<file path="src/rtl/dbns_pipe_adder.sv">
// rtl/dbns_pipe_adder.sv - pipelined double-base (2^i*3^j) digit-grid adder with valid/ready flow control
module dbns_pipe_adder #(
  parameter int DW = 4,
  parameter int NB = 2,
  parameter int NT = 3
) (
  input  logic                   clock,
  input  logic                   reset_n,
  input  logic                   in_valid,
  output logic                   in_ready,
  input  logic [NB*NT*DW-1:0]    op_a,
  input  logic [NB*NT*DW-1:0]    op_b,
  output logic                   out_valid,
  input  logic                   out_ready,
  output logic [NB*NT*DW-1:0]    sum_out,
  output logic [NT*(DW+1)-1:0]   carry_out,
  output logic                   overflow
);

  localparam int CW = NT * (DW + 1);

  logic [NB-1:0] vld;
  logic [NB-1:0] adv;
  logic [NB-1:0] load;
  logic          go;

  // Walk from the output back to the input: a stage advances when it holds
  // a beat and its successor is empty or advancing itself.
  always_comb begin
    adv = '0;
    go  = out_ready;
    for (int k = NB - 1; k >= 0; k--) begin
      adv[k] = vld[k] & go;
      go     = ~vld[k] | adv[k];
    end
    in_ready = go;
  end

  // Stage 0 loads on an accepted operand pair, later stages load when their
  // predecessor hands a beat over.
  always_comb begin
    load    = '0;
    load[0] = in_valid & in_ready;
    for (int k = 1; k < NB; k++) begin
      load[k] = adv[k-1];
    end
  end

  // Occupancy of each stage: filled on load, emptied when the beat moves on.
  always_ff @(posedge clock or negedge reset_n) begin
    if (!reset_n) begin
      vld <= '0;
    end else begin
      vld <= load | (vld & ~adv);
    end
  end

  // Stage k resolves row k. Its source holds the raw rows k..NB-1 with row k
  // in the low bits, so unconsumed rows shrink as the beat moves down; result
  // bits of rows 0..k are stored as single bits and widened at the output.
  for (genvar k = 0; k < NB; k++) begin : g_stage
    localparam int RW = (NB - k) * NT * DW;

    logic [RW-1:0]         a_s;
    logic [RW-1:0]         b_s;
    logic [CW-1:0]         c_s;
    logic [CW-1:0]         c_d;
    logic [CW-1:0]         c_q;
    logic [NT-1:0]         row_bits;
    logic [(k+1)*NT-1:0]   r_d;
    logic [(k+1)*NT-1:0]   r_q;
    logic [DW+1:0]         s;

    if (k == 0) begin : g_src
      assign a_s = op_a;
      assign b_s = op_b;
      assign c_s = '0;
      assign r_d = row_bits;
    end else begin : g_src
      assign a_s = g_stage[k-1].g_raw.a_q;
      assign b_s = g_stage[k-1].g_raw.b_q;
      assign c_s = g_stage[k-1].c_q;
      assign r_d = {row_bits, g_stage[k-1].r_q};
    end

    // Row-k cell arithmetic for every column: parity stays, half moves up.
    always_comb begin
      row_bits = '0;
      c_d      = '0;
      s        = '0;
      for (int j = 0; j < NT; j++) begin
        s = (DW+2)'(a_s[j*DW +: DW]) + (DW+2)'(b_s[j*DW +: DW])
          + (DW+2)'(c_s[j*(DW+1) +: DW+1]);
        row_bits[j]              = s[0];
        c_d[j*(DW+1) +: DW+1]    = s[DW+1:1];
      end
    end

    // Result bits and carries only change when a beat enters this stage.
    always_ff @(posedge clock or negedge reset_n) begin
      if (!reset_n) begin
        r_q <= '0;
        c_q <= '0;
      end else if (load[k]) begin
        r_q <= r_d;
        c_q <= c_d;
      end
    end

    if (k < NB - 1) begin : g_raw
      logic [RW-NT*DW-1:0] a_q;
      logic [RW-NT*DW-1:0] b_q;

      // Raw digits of the rows still to be resolved travel with the beat.
      always_ff @(posedge clock or negedge reset_n) begin
        if (!reset_n) begin
          a_q <= '0;
          b_q <= '0;
        end else if (load[k]) begin
          a_q <= a_s[RW-1:NT*DW];
          b_q <= b_s[RW-1:NT*DW];
        end
      end
    end
  end

  // Widen the final stage's single result bits back to DW-bit digits.
  always_comb begin
    sum_out = '0;
    for (int i = 0; i < NB; i++) begin
      for (int j = 0; j < NT; j++) begin
        sum_out[(i*NT+j)*DW +: DW] = DW'(g_stage[NB-1].r_q[i*NT+j]);
      end
    end
  end

  assign out_valid = vld[NB-1];
  assign carry_out = g_stage[NB-1].c_q;
  assign overflow  = vld[NB-1] & (|carry_out);

endmodule

</file>
<file path="config.mk">
export PLATFORM = sky130hd
export DESIGN_NAME = dbns_pipe_adder
export DESIGN_NICKNAME = d
export VERILOG_FILES = /design/src/rtl/dbns_pipe_adder.sv
export SDC_FILE = /design/constraint.sdc
export NUM_CORES = 1
export LEC_CHECK = 0
export ABC_AREA = 1
export BUFFER_PORTS_ARGS = -buffer_cell sky130_fd_sc_hd__buf_4
export CORE_MARGIN = 3
export CORE_UTILIZATION = 40
export DETAILED_ROUTE_END_ITERATION = 10
export PLACE_DENSITY = 0.67
export SLEW_MARGIN = 5
export SYNTH_ARGS = -nofsm -noshare
export SYNTH_HDL_FRONTEND = slang
export SYNTH_SLANG_ARGS = --single-unit
</file>
<file path="constraint.sdc">
create_clock -name clock -period 2.2 [get_ports clock]
set_clock_uncertainty 0.15 [all_clocks]
set_input_delay 0.11 -clock clock [delete_from_list [all_inputs] [get_ports clock]]
set_output_delay 0.11 -clock clock [all_outputs]
set_load 0.02 [all_outputs]
</file>
==> impl_metrics.json <==
{
  "outcome": "finished clean",
  "power-per-cell-area_nw_per_um2": 886,
  "rsz0062_at_grt": "no",
  "dp.cells": 582,
  "wl_um": 7810,
  "critPathCaptureType": "flip-flop",
  "clock_latency_ns": 0.34,
  "worstSetupStartpointType": "flip-flop",
  "antenna_found_initial": 0,
  "portBuffers": 75,
  "place_area_um2": 4110,
  "syn_area_um2": 3560,
  "layout.cells.most_common": "nand2_1",
  "fin_crit_ns": 2.07,
  "yosys_warnings": 0,
  "utilization_pct": 54.9,
  "clockRootBuffer": "clkbuf_8",
  "nets": 614,
  "antenna_left": 0,
  "maxSlewViolCount": 0,
  "dp_hpwl_um": 5580,
  "clk_pin_slew_ns": 0.07,
  "max_freq_mhz": 484,
  "grt_max_degree": 63,
  "drt_iter0_drc": 104,
  "period_share_pct": 94.0,
  "ys_seq_elements": 62,
  "yosysUniqueCellTypes": 20,
  "syn2layout_area_growth_pct": 30.1,
  "drt-vias-per-instance": 4.57,
  "slew_headroom_pct": 47.6,
  "clock_sinks": 62,
  "crit_fanout": 2,
  "seq_area_frac_synth_pct": 43.6,
  "cts_buffer_depth": 2,
  "rows": 33,
  "top_level_ports": 94,
  "chipWidth_um": 100,
  "cp.arrival_ns": 2.14,
  "fp.dieArea_um2": 10100,
  "layout-drive-gt1-share_pct": 18.4,
  "tightest_slew_ns": 0.786,
  "final_area_um2": 4630,
  "htreeDepth": 3,
  "hold_class": "in -> reg",
  "p_leak_nw": 2.50,
  "drcViolationCount": 0,
  "grt.overflow.total": 0,
  "drv_cap": 0,
  "finalSetupViolCount": 0,
  "worst-setup-path-type": "reg -> reg",
  "drt-pass1-iter-count": 4,
  "num_vias": 2882,
  "wl_per_cell_um": 12.4,
  "grt_first_pass_wirelength_um": 13100,
  "peakVddDrop_mv": 0.316,
  "syn_area_per_cell_um2": 8.61,
  "initial_core_util_pct": 42.2,
  "dieHeight_um": 100,
  "setup_tns_ns": 0,
  "cp.required_ns": 2.27,
  "cts_tree": "yes",
  "grt_pass1_vias": 2801,
  "place.gp.congestion": 0.789,
  "numCtsBuffers": 9,
  "stdcell_count": 631,
  "grt_usage_pct": 16.5,
  "synth_cells": 413,
  "layout_common_cells": "nand2_1 (150), buf_4 (78), dfrtp_1 (62)",
  "coreArea_um2": 8420,
  "hold_viol": 0,
  "antenna_cells": 0
}
[final timing paths]
path                            depth (start not counted)               from  slack, ns                  endpoint
worst max register to register                          6  g_stage[0].c_q[6]       0.13              carry_out[7]
worst min register to register                          2  g_stage[0].r_q[2]       0.33         g_stage[1].r_q[2]
min in group asynchronous                               2            reset_n       0.25  g_stage[0].g_raw.b_q[11]
worst min-delay path                                    4            op_b[7]       0.01         g_stage[0].c_q[8]
max in group asynchronous                               2            reset_n       1.14              carry_out[5]
worst max-delay path                                    6  g_stage[0].c_q[6]       0.13              carry_out[7]
[per-layer routing]
metal | up-vias | routed length (um) | global-route usage, % | part of all wire (%)
met2 | 79 | 3780 | 26.4 | 48
met3 | 8 | 413 | 3.82 | 5.3
met1 | 1347 | 3510 | 21.9 | 45
li1 | 1448 | - | - | -
met5 | - | 0 | 0 | 0
met4 | 0 | 107 | 5.91 | 1.4
[per-stage QoR]
stage	hold WS [ns]	total power, mW	setup WS [ns]
after global routing	0.0285	4.44	0.0104
final	0.0126	4.10	0.132
after floorplan	-0.336	2.63	0.184
after global placement	0.0846	3.15	0.141
after detailed placement	0.0890	3.21	0.0928
after CTS	0.00566	4.12	0.0702
[kinds of logic after synthesis]
group | synth area share [%]
fa+ha+maj | 17.5
flops | 43.6
buf+inv | 11.5
compound gates | 4.93
xor+xnor | 1.23
simple gates | 21.1
other cells | 0.105
[cells in the mapped netlist]
master    number  area [um^2]
nand3_2        1         10.0
buf_6          3         33.8
nand3_1       20          100
nand2_2        1         6.26
nor2_1        19         71.3
buf_4         19          143
a21oi_1        6         30.0
fa_1          18          360
xor2_1         5         43.8
o31ai_1        1         7.51
a21boi_0       1         7.51
buf_2          8         40.0
nand2_1      150          563
o21ai_1        1         5.00
inv_2          2         7.51
inv_1         49          184
conb_1         1         3.75
dfrtp_1       62         1550
ha_1          21          263
o21ai_0       25          125
[flip-flops by register name, indices dropped and copies added (netlist names)]
signal and cells:
g_stage.r_q 9, g_stage.c_q 12, vld 2, g_stage.g_raw.a_q 12
carry_out 15, g_stage.g_raw.b_q 12
[area by class of cell]
| cell class | count | area, um^2 |
|---|---|---|
| clock buffer | 12 | 145 |
| clock inverter | 2 | 10.0 |
| fill | 796 | 3800 |
| inverter | 51 | 191 |
| multi-input combinational | 287 | 1670 |
| sequential | 62 | 1550 |
| tap | 105 | 131 |
| timing repair buffer | 112 | 926 |
[timing repair]
| item | 4_1_cts | 5_1_grt |
|---|---|---|
| setup buffers | 0 | 1 |
| endpoints found under the setup margin | 0 | 5 |
| hold buffers | 34 | 0 |
| endpoints found under the hold margin | 91 | 0 |
| gates resized for setup | 0 | 7 |
[worst max-delay path: stages (launching register included)]
cell and delay, ns:
dfrtp_1 0.40, fa_1 0.54, ha_1 0.16, inv_1 0.05
fa_1 0.41, xor2_1 0.17, o21ai_1 0.07
[power breakdown]
group | total (mW) | internal [mW] | leakage (nW) | switching (mW)
registers | 1.62 | 1.41 | 0.760 | 0.207
logic | 1.65 | 0.723 | 1.66 | 0.926
clock network | 0.832 | 0.424 | 0.0821 | 0.408
total | 4.10 | 2.56 | 2.50 | 1.54
Power figures use the tool's default switching activity.
